[config.mk]
export PLATFORM = sky130hd
export DESIGN_NAME = tinynpu_ostream_drain_flat
export DESIGN_NICKNAME = d
export VERILOG_FILES = /design/src/rtl/tinynpu_ostream_drain_if.sv /design/src/rtl/tinynpu_ostream_drain.sv /design/src/flat_wrapper.sv
export SDC_FILE = /design/constraint.sdc
export NUM_CORES = 1
export LEC_CHECK = 0
export BUFFER_PORTS_ARGS = -buffer_cell sky130_fd_sc_hd__buf_2
export CAP_MARGIN = 20
export CORE_MARGIN = 2
export CORE_UTILIZATION = 30
export DETAILED_ROUTE_END_ITERATION = 7
export GPL_ROUTABILITY_DRIVEN = 0
export RECOVER_POWER = 25
export SLEW_MARGIN = 20
export SYNTH_ARGS = -nofsm -noshare
export SYNTH_HDL_FRONTEND = slang
export SYNTH_SLANG_ARGS = --single-unit
[constraint.sdc]
create_clock -name clk -period 2.09 [get_ports clk]
set_clock_uncertainty 0.2 [all_clocks]
set_input_delay 0.1045 -clock clk [delete_from_list [all_inputs] [get_ports clk]]
set_output_delay 0.1045 -clock clk [all_outputs]
set_load 0.005 [all_outputs]
[src/rtl/tinynpu_ostream_drain_if.sv]
// Drain-side bus: lane-result capture request, serial output stream and overflow status.
// The master modport is the drain block; the slave modport is the controller/consumer side.
interface tinynpu_ostream_drain_if #(
    parameter int SIZE   = 4,
    parameter int DATA_W = 16
);
    logic                        c2d_ostream_req;
    logic [SIZE-1:0][DATA_W-1:0] d2o_acc_data;
    logic                        ostream_val;
    logic                        ostream_rdy;
    logic [DATA_W-1:0]           ostream_data;
    logic                        ostream_last;
    logic                        drain_busy;
    logic                        drain_done;
    logic                        ovf_err;
    logic                        ovf_clr;

    modport master (
        input  c2d_ostream_req, d2o_acc_data, ostream_rdy, ovf_clr,
        output ostream_val, ostream_data, ostream_last, drain_busy, drain_done, ovf_err
    );

    modport slave (
        output c2d_ostream_req, d2o_acc_data, ostream_rdy, ovf_clr,
        input  ostream_val, ostream_data, ostream_last, drain_busy, drain_done, ovf_err
    );
endinterface

[src/rtl/tinynpu_ostream_drain.sv]
// Captures SIZE parallel MAC lane results and drains them as a valid/ready word stream.
// Optional TINYNPU_OSTREAM_RELU_EN clamps negative lanes to zero at capture.
module tinynpu_ostream_drain #(
    parameter int SIZE   = 4,
    parameter int DATA_W = 16
) (
    input  logic                 clk,
    input  logic                 rst,
    tinynpu_ostream_drain_if.master bus
);
    localparam int IDX_W = (SIZE > 1) ? $clog2(SIZE) : 1;
    localparam logic [IDX_W-1:0] LAST_IDX = IDX_W'(SIZE - 1);

    typedef enum logic {IDLE = 1'b0, DRAIN = 1'b1} state_e;

    state_e                      state_q, state_d;
    logic [IDX_W-1:0]            idx_q, idx_d;
    logic [SIZE-1:0][DATA_W-1:0] buf_q, buf_d, cap;
    logic                        ovf_q, ovf_d;
    logic                        val_q, last_q;
    logic [DATA_W-1:0]           data_q;
    logic                        xfer, fin, accept, drop;

    always_comb begin
        cap = '0;
        for (int i = 0; i < SIZE; i++) begin
`ifdef TINYNPU_OSTREAM_RELU_EN
            cap[i] = bus.d2o_acc_data[i][DATA_W-1] ? '0 : bus.d2o_acc_data[i];
`else
            cap[i] = bus.d2o_acc_data[i];
`endif
        end
    end

    // A request landing on the last-word transfer chains straight into the next burst.
    assign xfer   = val_q & bus.ostream_rdy;
    assign fin    = xfer & last_q;
    assign accept = bus.c2d_ostream_req & ((state_q == IDLE) | fin);
    assign drop   = bus.c2d_ostream_req & (state_q == DRAIN) & ~fin;

    always_comb begin
        state_d = state_q;
        idx_d   = idx_q;
        buf_d   = buf_q;
        if (xfer) idx_d = fin ? '0 : idx_q + 1'b1;
        if (fin)  state_d = IDLE;
        if (accept) begin
            buf_d   = cap;
            idx_d   = '0;
            state_d = DRAIN;
        end
        ovf_d = drop | (ovf_q & ~bus.ovf_clr);
    end

    // Stream outputs are registered from next-state so nothing from d2o_acc_data reaches them combinationally.
    always_ff @(posedge clk) begin
        if (rst) begin
            state_q <= IDLE;
            idx_q   <= '0;
            buf_q   <= '0;
            ovf_q   <= 1'b0;
            val_q   <= 1'b0;
            last_q  <= 1'b0;
            data_q  <= '0;
        end else begin
            state_q <= state_d;
            idx_q   <= idx_d;
            buf_q   <= buf_d;
            ovf_q   <= ovf_d;
            val_q   <= (state_d == DRAIN);
            last_q  <= (state_d == DRAIN) && (idx_d == LAST_IDX);
            data_q  <= (state_d == DRAIN) ? buf_d[idx_d] : '0;
        end
    end

    assign bus.ostream_val  = val_q;
    assign bus.ostream_data = data_q;
    assign bus.ostream_last = last_q;
    assign bus.drain_busy   = (state_q == DRAIN);
    assign bus.drain_done   = fin;
    assign bus.ovf_err      = ovf_q;
endmodule

[src/flat_wrapper.sv]
// flat-port wrapper written by rule: the top's interface ports become plain ports
module tinynpu_ostream_drain_flat 
#(
    parameter int SIZE   = 4,
    parameter int DATA_W = 16
)
  (clk, rst, bus_c2d_ostream_req, bus_d2o_acc_data, bus_ostream_rdy, bus_ovf_clr, bus_ostream_val, bus_ostream_data, bus_ostream_last, bus_drain_busy, bus_drain_done, bus_ovf_err);
  tinynpu_ostream_drain_if #(.SIZE(SIZE), .DATA_W(DATA_W)) bus_i ();
  input  logic clk;
  input  logic rst;
  input wire logic [$bits(bus_i.c2d_ostream_req)-1:0] bus_c2d_ostream_req;
  input wire logic [$bits(bus_i.d2o_acc_data)-1:0] bus_d2o_acc_data;
  input wire logic [$bits(bus_i.ostream_rdy)-1:0] bus_ostream_rdy;
  input wire logic [$bits(bus_i.ovf_clr)-1:0] bus_ovf_clr;
  output wire logic [$bits(bus_i.ostream_val)-1:0] bus_ostream_val;
  output wire logic [$bits(bus_i.ostream_data)-1:0] bus_ostream_data;
  output wire logic [$bits(bus_i.ostream_last)-1:0] bus_ostream_last;
  output wire logic [$bits(bus_i.drain_busy)-1:0] bus_drain_busy;
  output wire logic [$bits(bus_i.drain_done)-1:0] bus_drain_done;
  output wire logic [$bits(bus_i.ovf_err)-1:0] bus_ovf_err;
  assign bus_i.c2d_ostream_req = bus_c2d_ostream_req;
  assign bus_i.d2o_acc_data = bus_d2o_acc_data;
  assign bus_i.ostream_rdy = bus_ostream_rdy;
  assign bus_i.ovf_clr = bus_ovf_clr;
  assign bus_ostream_val = bus_i.ostream_val;
  assign bus_ostream_data = bus_i.ostream_data;
  assign bus_ostream_last = bus_i.ostream_last;
  assign bus_drain_busy = bus_i.drain_busy;
  assign bus_drain_done = bus_i.drain_done;
  assign bus_ovf_err = bus_i.ovf_err;
  tinynpu_ostream_drain #(.SIZE(SIZE), .DATA_W(DATA_W)) u_core (.clk(clk), .rst(rst), .bus(bus_i));
endmodule
==> After elaboration in Yosys (flattened, before gate mapping) <==
Cells that the tools add are included.
Widths: inputs -> output; s select.
{ "word_totals": {"ff_bits": 85, "latchBits": 0, "ramBits": 0, "romBits": 0, "inputBits": 69, "output_inout_bits": 21, "word_cells": 34, "n_memories": 0} }
{ "op_classes": {"n_addsub": 1, "mul": 0, "n_div": 0, "order_cmp": 1, "n_eq_ne": 1, "n_shift": 0, "mux": 8, "bitwise": 12, "n_reduce_logical": 2} }
{ "op_table": {"columns": ["cell", "count"], "rows": [
  ["$mux 64", 1],
  ["$bmux 16 s2", 1],
  ["$mux 16", 1],
  ["$and 1x1->1", 6],
  ["$mux 2", 3],
  ["$not 1->1", 4],
  ["$lt 2x3->1 const B", 1],
  ["$add 2x1->2 const B", 1],
  ["$eq 2x2->1 const B", 1],
  ["$mux 1", 2],
  ["$or 1x1->1", 2],
  ["$reduce_or 2->1", 1],
  ["$logic_and 1x1->1", 1]
]} }

==> Logic depth before layout (Yosys ltp) <==
{ "logic_depth": {"depth_word": 7, "mapped_depth": 9, "ltp_nobuf": 6} }

==> Least setup slack after synthesis <==
OpenSTA, ideal clock, no wires.
{ "synth_path": {"path_kind": "register to register", "startpoint": "reg u_core.state_q, in the netlist u_core.bus.drain_busy", "endpoint": "reg u_core.data_q[1], in the netlist u_core.bus.ostream_data[1]", "setup_time_ns": 0.088, "arrival_time_ns": 1.641, "t_required_ns": 1.802, "slack_ns": 0.161, "stages_incl_launch_ff": 9, "path_buffers": 4, "period_less_slack_ns": 1.929, "cell_sequence": "dfxtp_1 -> buf_4 -> and2_1 -> a222oi_1 -> buf_4 -> buf_6 -> buf_6 -> o21ai_1 -> o32ai_2"} }
{ "synth_via": {"elab_chain_cells": 7, "word_cells_on_any_way": 15, "classes_between": "mux (8); bitwise (6); reduce/logical (1)"} }
{ "synth_lines": {"columns": ["item", "line", "rtl"], "rows": [
  ["start: declaration", "tinynpu_ostream_drain.sv:16", "state_e state_q, state_d;"],
  ["start signal: assignment", "tinynpu_ostream_drain.sv:66", "state_q <= state_d;"],
  ["$and 1x1->1 (2 in a row)", null, null],
  ["$or 1x1->1 or $mux 2 (tied branches)", null, null],
  ["$and 1x1->1 or $mux 2 (tied branches)", null, null],
  ["$mux 64, or another cell as far along", "tinynpu_ostream_drain.sv:47", "if (accept) begin"],
  ["$bmux 16 s2 or $not 1->1 (tied branches)", null, null],
  ["$mux 16 (implied by the code) or $reduce_or 2->1 (tied branches)", null, null],
  ["end signal: assignment", "tinynpu_ostream_drain.sv:72", "data_q <= (state_d == DRAIN) ? buf_d[idx_d] : '0;"],
  ["end: declaration", "tinynpu_ostream_drain.sv:21", "logic [DATA_W-1:0] data_q;"]
]} }
Several ways; a longest one is shown, not always the timed one. The select of a mux whose other input is x is not followed.
A chain may end at the register's enable or synchronous reset.

==> Final worst setup path <==
{ "layout_path": {"startpoint": "reg u_core.state_q, in the netlist u_core.bus.drain_busy", "endpoint": "reg u_core.data_q[14], in the netlist u_core.bus.ostream_data[14]"} }
Same word-level chain as after synthesis.

==> results.toml <==
[synthesis]
yosysTopAreaCell = "dfxtp_1"
synthMuxAreaShare_pct = 3.62
synth_flop_cell = "dfxtp_1"
synth_top_family_by_area = "simple AND/OR/NAND/NOR gates"
synthAdderAreaFrac_pct = 0
synth.distinct_cells = 34
synth_seq_cells = 85
ys_seq_area_share_pct = 48.8
synth_xor_xnor_area_share_pct = 0
synth_area_leaders = "dfxtp_1, nand2_1, a21oi_1, nor2_1, nand3b_1"
syn_nets = 497
syn_area_um2 = 3490
yosys.area_share.simple_pct = 21.4
yosysWarnings = 0
synth_compound_area_share_pct = 20.7
netlist.area_leader.share_pct = 48.8
synth_edf_count = 0
avgSynthCellArea_um2 = 8.15
async_flop_share_pct = 0
syn_inst = 428

[timing]
timing.fmax_ghz = 0.492
hold_viol = 0
finalCriticalPeriod_ns = 2.03
max-slew-margin-rel_pct = 50.2
setup_ws_ns = 0.0593
fin_crit_sh_pct = 97.2
whs_ns = 0.101
worst_slew_pin_slew_ns = 0.748
setup_viol = 0
final_max_slew_viol_count = 0
fin_setup_tns_ns = 0

[cells_and_area]
n_fill_cell = 1135
final_cell_area_um2 = 5300
syn2layout_area_growth_pct = 52.0
final_layout_size_suffix_gt1_share_pct = 23.9
n_antenna_cell = 0
final_nets = 655

[drt]
drt_first_pass_iters = 5
wl_per_cell_um = 14.1
drc = 0
drt_iter0_drc = 166
vias = 3498
finalWirelength_um = 10300
via_per_inst = 4.77
postRouteAntennaNets = 0

[floorplan]
core-area_um2 = 11400
core.rowCount = 39
initial_utilization_pct = 30.7
chipWidth_um = 112
die-height_um = 112
dieArea_um2 = 12500
io_pins = 90

[grt]
grt_pass1_wl_um = 16300
antenna_found_initial = 0
track_usage_pct = 16.1
grt_max_degree = 65
grt_overflow = 0
grt_pass1_vias = 3402

[clocking]
cts_root_buf = "clkbuf_16"
clkTransAtPathRegs_ns = 0.06
cts_buffers = 9
clk_latency_ns = 0.33
htree_levels = 3
clock_path_buffers = 2
cts_tree = "yes"
clock-sinks = 85

[pwr]
power_density_nw_per_um2 = 803
p_sw_uw = 940
sw_frac_of_total_pct = 22.1
peakVddDrop_mv = 0.429
clockPowerShare_pct = 44.6
cellLeakagePower_uw = 0.00227
combPwrFrac_pct = 13.9
power_frac_seq_pct = 41.4
p_int_uw = 3320

[job]
cap_violations = 0

[setup_path]
reg2reg_slack_ns = 0.06
slowest_stage = "dfxtp_2"
worstSetupPathType = "flop to flop"
max_stage_delay_ns = 0.35
crit_path_start_kind = "flop"
crit_path_end = "u_core.bus.ostream_data[14]$_SDFF_PP0_"
cp_common_cell = "buf_4"
path_max_fanout = 6
regToRegStartpoint = "u_core.bus.drain_busy$_SDFF_PP0_"
crit_path_end_kind = "flop"
regToRegEndpoint = "u_core.bus.ostream_data[14]$_SDFF_PP0_"
crit_arrival_ns = 2.04
cp.required_ns = 2.10
cp_cell_sequence = "and2_1 > a222oi_1 > buf_4 > buf_2 > buf_4 > mux2i_1 > o21a_1 > o22ai_1"
r2r_cells = 8
crit_start = "u_core.bus.drain_busy$_SDFF_PP0_"

[place]
portBuffers = 89
dp_worst_setup_slack_ns = 0.0391
dp_hpwl_um = 6560
place_area_um2 = 4140

[status]
status = "completed"

[min_path]
min_path_type = "input port to flop"
-- power groups by stage --
stage | sequential, µW | combinational, µW | clock, µW
3_5_place_dp | 1800 | 478 | 0
4_1_cts | 1760 | 579 | 1950
3_3_place_gp | 1800 | 471 | 0
5_1_grt | 1770 | 655 | 2010
6_report | 1770 | 594 | 1900
2_1_floorplan | 1790 | 285 | 0
-- cell families (layout without fill, tap and decap cells) --
logic type             count (synthesis)  after routing
AOI/OAI and AO/OA                    115            115
buffers and inverters                 38            201
DFF                                   85             85
muxes                                 12             12
and+or+nand+nor                      178            178
-- cells in the final DEF (no fill, tap or decap), types with 3 or more instances in the layout --
cell type      count
nand2_1          130
dfxtp_1           82
buf_2             81
dlygate4sd3_1     67
a21oi_1           66
nor2_1            27
buf_4             15
clkbuf_16         12
clkbuf_1          12
nand3b_1          11
o21ai_1            9
mux2i_1            7
a31o_1             6
o32ai_1            5
a211oi_1           5
o32ai_2            5
o21ai_0            4
o22ai_1            4
a31o_2             4
bufinv_16          4
buf_12             4
mux2_1             3
dfxtp_2            3
-- per-stage QoR --
stage | total power (µW) | util (%) | instances
2_1_floorplan | 2070 | - | 428
3_3_place_gp | 2270 | 36.4 | 643
3_5_place_dp | 2280 | 36.4 | 643
4_1_cts | 4290 | 45.4 | 726
5_1_grt | 4440 | 46.6 | 734
6_report | 4260 | 46.6 | 734
-- synth_stat cells (2+ instances only) --
master	number
a211oi_1	5
a21oi_1	66
a31o_1	6
a31o_2	4
and4bb_1	2
buf_1	2
buf_2	10
buf_4	4
buf_6	3
clkbuf_1	17
dfxtp_1	85
mux2_1	5
mux2i_1	7
nand2_1	130
nand3b_1	11
nor2_1	27
nor2b_1	3
o21ai_0	4
o21ai_1	9
o22ai_1	6
o32ai_1	6
o32ai_2	4
-- worst min path at each step --
stage,start,endpoint,depth (start not counted)
2_1_floorplan,bus_d2o_acc_data[10],u_core.buf_q[10]$_SDFF_PP0_,2
3_3_place_gp,bus_d2o_acc_data[37],u_core.buf_q[37]$_SDFF_PP0_,3
3_5_place_dp,bus_d2o_acc_data[44],u_core.buf_q[44]$_SDFF_PP0_,3
4_1_cts,bus_c2d_ostream_req,u_core.bus.ostream_last$_SDFF_PP0_,4
5_1_grt,bus_c2d_ostream_req,u_core.bus.drain_busy$_SDFF_PP0_,4
6_report,bus_c2d_ostream_req,u_core.bus.ostream_last$_SDFF_PP0_,4
-- layout make-up --
| class | count | area [µm²] | share of cell area (%) |
|---|---|---|---|
| tap | 143 | 179 | 3.37 |
| clock inverter | 4 | 120 | 2.26 |
| inverter | 2 | 7.51 | 0.142 |
| timing repair buffer | 183 | 1420 | 26.8 |
| sequential | 85 | 1710 | 32.2 |
| clock buffer | 12 | 236 | 4.46 |
| multi-input combinational | 305 | 1640 | 30.9 |
-- flip-flops by register name, summed over array words and instances, names as in the netlist --
name and cells:
u_core.buf_q 64, u_core.bus.drain_busy 1, u_core.bus.ostream_data 16, u_core.bus.ostream_last 1, u_core.bus.ovf_err 1, u_core.idx_q 2
-- critical path: cells and delay by family (launching register included) --
kind            cells  cell delay [ns]
simple gates        1             0.16
buf+inv             3             0.49
flops               1             0.35
mux                 1             0.18
compound gates      3             0.52
-- layer usage --
metal | GRT usage, % | routed length (µm) | vias to the layer above
met5 | 0 | 0 | -
met4 | 4.86 | 136 | 0
met3 | 3.70 | 404 | 13
met2 | 26.1 | 4820 | 75
met1 | 21.4 | 4970 | 1638
li1 | - | - | 1772
-- repair_timing --
item	CTS	global route
hold endpoints to repair	83	0
endpoints found under the setup margin	0	15
hold buffers	67	0
resized for setup	0	16
setup buffers	0	3
No activity file was read; power rests on OpenSTA's default activity.
